File: src/rtl/output_module.sv
// output_module: packs the 32-bit sorted elements from the merge tree tail into
// 512-bit blocks (lane 0 = first element in time) and buffers them in a small FIFO.
// Optional macro PAD_FLUSH_EN adds a flush port that pushes a partial block padded with all-ones.

// output_fifo: DEPTH-entry block FIFO, head presented combinationally from storage.
// Latency: a pushed word is visible at head_o the cycle after the push edge when empty.
// Backpressure: full_o from registered occupancy only; pushes while full are dropped, pops while empty ignored.
module output_fifo #(
  parameter int W     = 512,
  parameter int DEPTH = 2
) (
  input  logic         clk,
  input  logic         rst,
  input  logic         push_i,
  input  logic [W-1:0] push_dat_i,
  input  logic         pop_i,
  output logic [W-1:0] head_o,
  output logic         vld_o,
  output logic         full_o
);

  localparam int PW = (DEPTH > 1) ? $clog2(DEPTH) : 1;
  localparam int OW = $clog2(DEPTH + 1);

  logic [W-1:0]  mem_q [DEPTH];
  logic [PW-1:0] rd_ptr_q, rd_ptr_d;
  logic [PW-1:0] wr_ptr_q, wr_ptr_d;
  logic [OW-1:0] occ_q, occ_d;
  logic          push_ok;
  logic          pop_ok;

  assign vld_o   = (occ_q != '0);
  assign full_o  = (occ_q == OW'(DEPTH));
  assign head_o  = mem_q[rd_ptr_q];
  assign push_ok = push_i && !full_o;
  assign pop_ok  = pop_i && vld_o;

  // Next-state for pointers and occupancy; a simultaneous push and pop leaves occupancy alone.
  always_comb begin
    rd_ptr_d = rd_ptr_q;
    wr_ptr_d = wr_ptr_q;
    occ_d    = occ_q;
    if (push_ok) begin
      wr_ptr_d = (wr_ptr_q == PW'(DEPTH - 1)) ? '0 : wr_ptr_q + PW'(1);
    end
    if (pop_ok) begin
      rd_ptr_d = (rd_ptr_q == PW'(DEPTH - 1)) ? '0 : rd_ptr_q + PW'(1);
    end
    case ({push_ok, pop_ok})
      2'b10:   occ_d = occ_q + OW'(1);
      2'b01:   occ_d = occ_q - OW'(1);
      default: occ_d = occ_q;
    endcase
  end

  // Pointer/occupancy registers.
  always_ff @(posedge clk or posedge rst) begin
    if (rst) begin
      rd_ptr_q <= '0;
      wr_ptr_q <= '0;
      occ_q    <= '0;
    end else begin
      rd_ptr_q <= rd_ptr_d;
      wr_ptr_q <= wr_ptr_d;
      occ_q    <= occ_d;
    end
  end

  // Block storage; cleared on reset so the head reads zero out of reset.
  always_ff @(posedge clk or posedge rst) begin
    if (rst) begin
      for (int i = 0; i < DEPTH; i++) begin
        mem_q[i] <= '0;
      end
    end else if (push_ok) begin
      mem_q[wr_ptr_q] <= push_dat_i;
    end
  end

endmodule

// output_module: element-to-block deserializer feeding the write-back path.
// Latency: dout_valid rises the cycle after the 16th accepted element (FIFO empty).
// Backpressure: full = FIFO at DEPTH; elements offered while full are ignored and must be held.
module output_module #(
  parameter int ELEM_W = 32,
  parameter int ELEMS  = 16,
  parameter int DEPTH  = 2
) (
  input  logic                      clk,
  input  logic                      rst,
  input  logic [ELEM_W-1:0]         din,
  input  logic                      din_valid,
  output logic                      full,
  output logic [ELEM_W*ELEMS-1:0]   dout,
  output logic                      dout_valid,
  input  logic                      dout_deq,
  output logic [15:0]               blk_cnt
`ifdef PAD_FLUSH_EN
  ,
  input  logic                      flush
`endif
);

  localparam int BW = ELEM_W * ELEMS;
  localparam int CW = $clog2(ELEMS);

  logic [CW-1:0] cnt_q, cnt_d;
  logic [BW-1:0] asm_q, asm_d;
  logic [15:0]   blk_cnt_q, blk_cnt_d;

  logic          acc;
  logic          last_lane;
  logic          complete;
  logic          push;
  logic [BW-1:0] asm_shift;
  logic [BW-1:0] push_dat;

  logic          fifo_full;
  logic          fifo_vld;
  logic [BW-1:0] fifo_head;

  // full comes from registered occupancy, so a same-cycle dequeue never opens the door early.
  assign acc       = din_valid && !fifo_full;
  // New elements enter at the top lane and slide down; after a full run the first one is in lane 0.
  assign asm_shift = {din, asm_q[BW-1:ELEM_W]};
  assign last_lane = (cnt_q == CW'(ELEMS - 1));
  assign complete  = acc && last_lane;

`ifdef PAD_FLUSH_EN
  logic          flush_fire;
  logic [CW:0]   fill;
  logic [BW-1:0] pad_base;
  logic [BW-1:0] pad_dat;

  // A flush that coincides with the 16th element is just a normal completion.
  assign flush_fire = flush && !fifo_full && ((cnt_q != '0) || acc) && !complete;
  assign fill       = {1'b0, cnt_q} + {{CW{1'b0}}, acc};
  assign pad_base   = acc ? asm_shift : asm_q;
  // The filled lanes occupy the top of the assembly word; shift them down to lane 0
  // and let all-ones fill the vacated upper lanes so ascending order is kept.
  assign pad_dat    = BW'({{BW{1'b1}}, pad_base} >> ((ELEMS - int'(fill)) * ELEM_W));
  assign push       = complete || flush_fire;
  assign push_dat   = complete ? asm_shift : pad_dat;
`else
  assign push       = complete;
  assign push_dat   = asm_shift;
`endif

  // Assembly, lane counter and block counter next-state.
  always_comb begin
    cnt_d     = cnt_q;
    asm_d     = asm_q;
    blk_cnt_d = blk_cnt_q;
    if (acc) begin
      asm_d = asm_shift;
      cnt_d = cnt_q + CW'(1);
    end
    if (push) begin
      cnt_d     = '0;
      blk_cnt_d = blk_cnt_q + 16'd1;
    end
  end

  // Assembly state registers; reset discards any partial block.
  always_ff @(posedge clk or posedge rst) begin
    if (rst) begin
      cnt_q     <= '0;
      asm_q     <= '0;
      blk_cnt_q <= '0;
    end else begin
      cnt_q     <= cnt_d;
      asm_q     <= asm_d;
      blk_cnt_q <= blk_cnt_d;
    end
  end

  output_fifo #(
    .W     (BW),
    .DEPTH (DEPTH)
  ) u_fifo (
    .clk        (clk),
    .rst        (rst),
    .push_i     (push),
    .push_dat_i (push_dat),
    .pop_i      (dout_deq),
    .head_o     (fifo_head),
    .vld_o      (fifo_vld),
    .full_o     (fifo_full)
  );

  assign full       = fifo_full;
  assign dout       = fifo_head;
  assign dout_valid = fifo_vld;
  assign blk_cnt    = blk_cnt_q;

endmodule

File: config.mk
export PLATFORM = sky130hd
export DESIGN_NAME = output_module
export DESIGN_NICKNAME = d
export VERILOG_FILES = /design/src/rtl/output_module.sv
export SDC_FILE = /design/constraint.sdc
export NUM_CORES = 2
export LEC_CHECK = 0
export ABC_AREA = 1
export ABC_CLOCK_PERIOD_IN_PS = 82400
export CAP_MARGIN = 20
export CORE_ASPECT_RATIO = 0.6
export CORE_MARGIN = 2
export CORE_UTILIZATION = 30
export DETAILED_ROUTE_END_ITERATION = 10
export SLEW_MARGIN = 40
export SYNTH_ARGS = -nofsm -noshare
export SYNTH_HDL_FRONTEND = slang
export SYNTH_HIERARCHICAL = 1
export SYNTH_SLANG_ARGS = --single-unit
File: constraint.sdc
create_clock -name clk -period 82.4 [get_ports clk]
set_clock_uncertainty 0.05 [all_clocks]
set_input_delay 16.48 -clock clk [delete_from_list [all_inputs] [get_ports clk]]
set_output_delay 16.48 -clock clk [all_outputs]
set_load 0.005 [all_outputs]
* After elaboration in Yosys (flattened, before gate mapping)
Cells that the tools add are included.
Operators by class: add/sub/neg operators 6, magnitude comparators 3, equal/unequal tests 4, multiplexer cells 11, bitwise logic cells 2, reduce and logical (&&, ||, !) cells 9
Operators by type and width (count):
- $mux 512 | 4
- $bwmux 1024 | 1
- $demux 512 s1 | 1
- $add 16x1->16 const B | 1
- $mux 4 | 2
- $reduce_bool 2->1 | 3
- $logic_and 1x1->1 | 5
- $add 4x1->4 const B | 1
- $eq 2x2->1 const B | 2
- $eq 4x4->1 const B | 1
- $ge 2x2->1 const B | 2
- $not 1->2 | 2
- $pmux 2 s2 | 1
- $add 1x1->1 const B | 2
- $add 2x1->2 const B | 1
- $eq 2x1->1 const B | 1
- $lt 2x1->1 const B | 1
- $mux 1 | 2
- $sub 2x1->2 const B | 1
- $logic_not 1->1 | 1
Word-level totals: register bits 1560, input port bits 36, output and inout port bits 530

* Longest topological paths before layout
depth in word-level cells 7, depth in mapped cells 18

* Cells and area by module
Netlist, hierarchy kept.
Modules (own cells, without submodules):
- output_fifo | instances 1, cells each 6231, area an instance 48430.2 um^2
- output_module | instances 1, cells each 2134, area an instance 19037.0 um^2

* Worst setup path before layout
No wires, ideal clock.
path kind input -> register, start input port din_valid, end register u_fifo.occ_q[1], setup time 0.117 ns, data arrival time 17.785 ns, data required time 82.233 ns, slack 64.448 ns, cell stages on the path 10, path buffers 2, path through nand2_2 nor2_4 buf_4 buf_2 nand2_1 ha_1 inv_1 nand3_1 nand2_1 nand2_1
Between the ends: longest elaborated chain between the ends 5, elaborated cells on any way between the ends 7, classes of those cells eq/ne: 2; mux: 1; reduce/logical: 4
RTL lines:
- start: declaration | RTL line 93 | input logic din_valid,
- $logic_and 1x1->1 (*) | RTL line 124 | assign acc = din_valid && !fifo_full;
- $logic_and 1x1->1 (*) | RTL line 128 | assign complete = acc && last_lane;
- named net complete | RTL line 114 | logic complete;
- $logic_and 1x1->1 (*) | RTL line 35 | assign push_ok = push_i && !full_o;
- $eq 2x1->1 / $eq 2x2->1 (equally long branches) | RTL line 49 | case ({push_ok, pop_ok})
- $pmux 2 s2 / $reduce_bool 2->1 (equally long branches)
- end signal: assignment | RTL line 61 | occ_q <= '0;
- end signal: assignment | RTL line 65 | occ_q <= occ_d;
- end: declaration | RTL line 28 | logic [OW-1:0] occ_q, occ_d;
Mark *: on every way through the listed nets, which the timed path passes. The rest lies on a longest branch. A chain may end at the register's enable or synchronous reset.

* Worst setup path in the final report
start register u_fifo.rd_ptr_q, end output port dout[332]
Between the ends: longest elaborated chain between the ends 4
RTL lines:
- start: declaration | RTL line 26 | logic [PW-1:0] rd_ptr_q, rd_ptr_d;
- start signal: assignment | RTL line 63 | rd_ptr_q <= rd_ptr_d;
- $not 1->2 (not written as such) | RTL line 34 | assign head_o = mem_q[rd_ptr_q];
- $mux 512 (not written as such) (3 in series) | RTL line 34
- end: declaration | RTL line 95 | output logic [ELEM_W*ELEMS-1:0] dout,
Every way passes these cells. The select of a mux whose other input is x is not followed.

==> flow_summary.ini <==
[sta]
setup_slack_ns = 60.49
whs_ns = 0.419
drv_slew = 0
worst_slew_pin_slew_ns = 0.904
finalCritPeriodShare_pct = 26.6
fmaxAchievable_mhz = 45.7
setup_viol = 0
finalHoldViolations = 0
tns_ns = 0
rsz0062_at_grt = false
fin_crit_ns = 21.91
relSlewSlack_pct = 39.7

[setup_path]
cp_max_fo = 119
worstPathArrival_ns = 5.38
required_ns = 65.87
critPathKind = reg2out
endpoint_kind = primary output
startpoint_type = register

[clock_tree]
post_cts_buffers = 0
cts_sinks = 1528
clk_path_buf_depth = 4
cts_tree = done
cts_root_buffer = clkbuf_16
numCtsBuffers = 164
path_clk_slew_ns = 0.06
hold_buffers = 0
cts_resized = 0
clock_latency_ns = 0.84
h-tree-depth = 4

[routing]
num_vias = 59400
drtIter0Drc = 6069
wl_per_cell_um = 21.3
drt_wl_total_um = 248000
ant_nets = 0
first_pass_iters = 8
via_per_inst = 5.10
drc = 0

[placed_design]
placedCellCount = 11400
dp_hpwl_um = 151000
io_buffers = 565
pre_cts_slack_ns = 60.94
gp_congestion = 0.845
placed_area_sq_um = 75100

[min_path]
hp-class = reg2reg

[synth]
yosys_warnings = 6
ys_types = 25
synthTopCellsByArea = dfrtp_1 (57%), nand2_1 (28%), nand4_1 (9.5%), buf_2 (2.8%), clkbuf_1 (1.1%)
netlist.area_leader.share_pct = 56.7
ys_ff_latch = 1528
netlist_area_sq_um = 67500
synthesis.nets = 8404
syn_inst = 8365
synth_area_per_cell_sq_um = 8.07
synth_top_area_cell = dfrtp_1
ys_seq_area_share_pct = 56.7

[floorplanning]
dieArea_sq_um = 229000
ios = 566
core_area_sq_um = 223000
die_width_um = 616
row_count = 134
initial_core_util_pct = 30.3
fp.dieH_um = 371

[global_routing]
grt_pass1_wl_um = 376000
grt_max_degree = 137
grt_pass1_vias = 56800
grt_overflow = 0
antenna_found_initial = 3
grt_usage_pct = 21.1

[cells_and_area]
multi_input_area_sq_um = 25700
nFillCells = 22500
regArea_sq_um = 38200
layout.nets = 8568
layout_commonest_cell = nand2_1
fin_area_sq_um = 80700
stdcell_count = 11600
area_growth_pct = 19.6
drive_above_1_share_pct = 4.41
final_cell_mix = nand2_1 (4949), dfrtp_1 (1526), nand4_1 (1027), clkdlybuf4s50_1 (565), clkbuf_16 (167)

[flow_run]
maxCapViolCount = 0

[pwr]
leakagePower_nw = 43.0
ir_drop_mv = 0.0247
power_density_nw_per_um2 = 33.4

[status]
status = finished clean
-- cell type report --
| cell class | count | area share [%] |
|---|---|---|
| tap | 2992 | 4.64 |
| inverter | 65 | 0.358 |
| clock buffer | 238 | 6.04 |
| antenna | 2 | 0.00620 |
| timing repair buffer | 671 | 8.89 |
| multi-input combinational | 6099 | 31.9 |
| clock inverter | 47 | 0.766 |
| sequential | 1528 | 47.4 |
-- critical path: stages (launching register included) --
cell	delay, ns
dfrtp_4	0.71
inv_12	0.46
buf_6	0.34
buf_16	0.32
buf_4	0.69
buf_4	0.40
buf_12	0.24
buf_16	0.20
nand2_1	0.07
nand2_1	0.15
clkdlybuf4s50_1	0.54
-- cells by family (layout without fill, tap and decap cells) --
| logic type | after synthesis | in the layout | synth area share [%] |
|---|---|---|---|
| simple gates | 6012 | 6012 | 37.3 |
| flops | 1528 | 1528 | 56.7 |
| buf+inv | 738 | 1021 | 5.25 |
| compound gates | 77 | 77 | 0.577 |
| xor+xnor | 7 | 7 | 0.0909 |
| fa+ha+maj | 3 | 3 | 0.0556 |
| other cells | 0 | 2 | 0 |
-- per-stage QoR --
step                      power [mW]  util (%)
after global placement          1.90      33.4
after CTS                       2.72      36.1
after global routing            2.84      36.2
after floorplan                 1.52         -
after detailed placement        1.93      33.7
final                           2.70      36.2
-- final timing paths --
path / startpoint / endpoint / slack, ns / cells past startpoint
max in group asynchronous: rst / u_fifo/mem_q[734]$_DFFE_PP0P_ / 63.27 / 6
max: u_fifo/rd_ptr_q$_DFFE_PP0P_ / dout[332] / 60.49 / 10
min: u_fifo/mem_q[520]$_DFFE_PP0P_ / u_fifo/mem_q[520]$_DFFE_PP0P_ / 0.42 / 2
min reg2reg: u_fifo/mem_q[520]$_DFFE_PP0P_ / u_fifo/mem_q[520]$_DFFE_PP0P_ / 0.42 / 2
max reg2reg: u_fifo/occ_q[1]$_DFFE_PP0P_ / u_fifo/mem_q[799]$_DFFE_PP0P_ / 77.02 / 12
min in group asynchronous: rst / u_fifo/mem_q[997]$_DFFE_PP0P_ / 16.32 / 2
-- where the power goes --
group	switching, mW	leakage [nW]	total [mW]	internal, mW
combinational	0.544	19.4	0.795	0.250
sequential	0.192	20.9	1.13	0.937
clock	0.324	2.70	0.773	0.449
total	1.06	43.0	2.70	1.64
-- cells in the mapped netlist, drive strengths merged --
cell / n
nand2: 4953
buf: 471
nand4: 1027
inv: 65
o22a: 1
clkbuf: 202
nand3: 12
nor3: 1
xnor2: 4
dfrtp: 1528
ha: 3
nor2: 19
xor2: 3
o21ai: 76
-- sequential cells by signal, summed over array words and instances (netlist names) --
register and cells:
asm_q 480, u_fifo/rd_ptr_q 1, u_fifo/wr_ptr_q 1, u_fifo/occ_q 2
blk_cnt 16, cnt_q 4, u_fifo/mem_q 1024
-- layer usage --
layer	track usage, %	vias up	part of all wire [%]
met2	33.3	2236	46
li1	-	27300	-
met4	7.01	2	3.4
met5	0	-	0.0077
met3	3.21	346	6.9
met1	29.7	29600	43
Note: power is estimated with default switching activity, not from simulation.
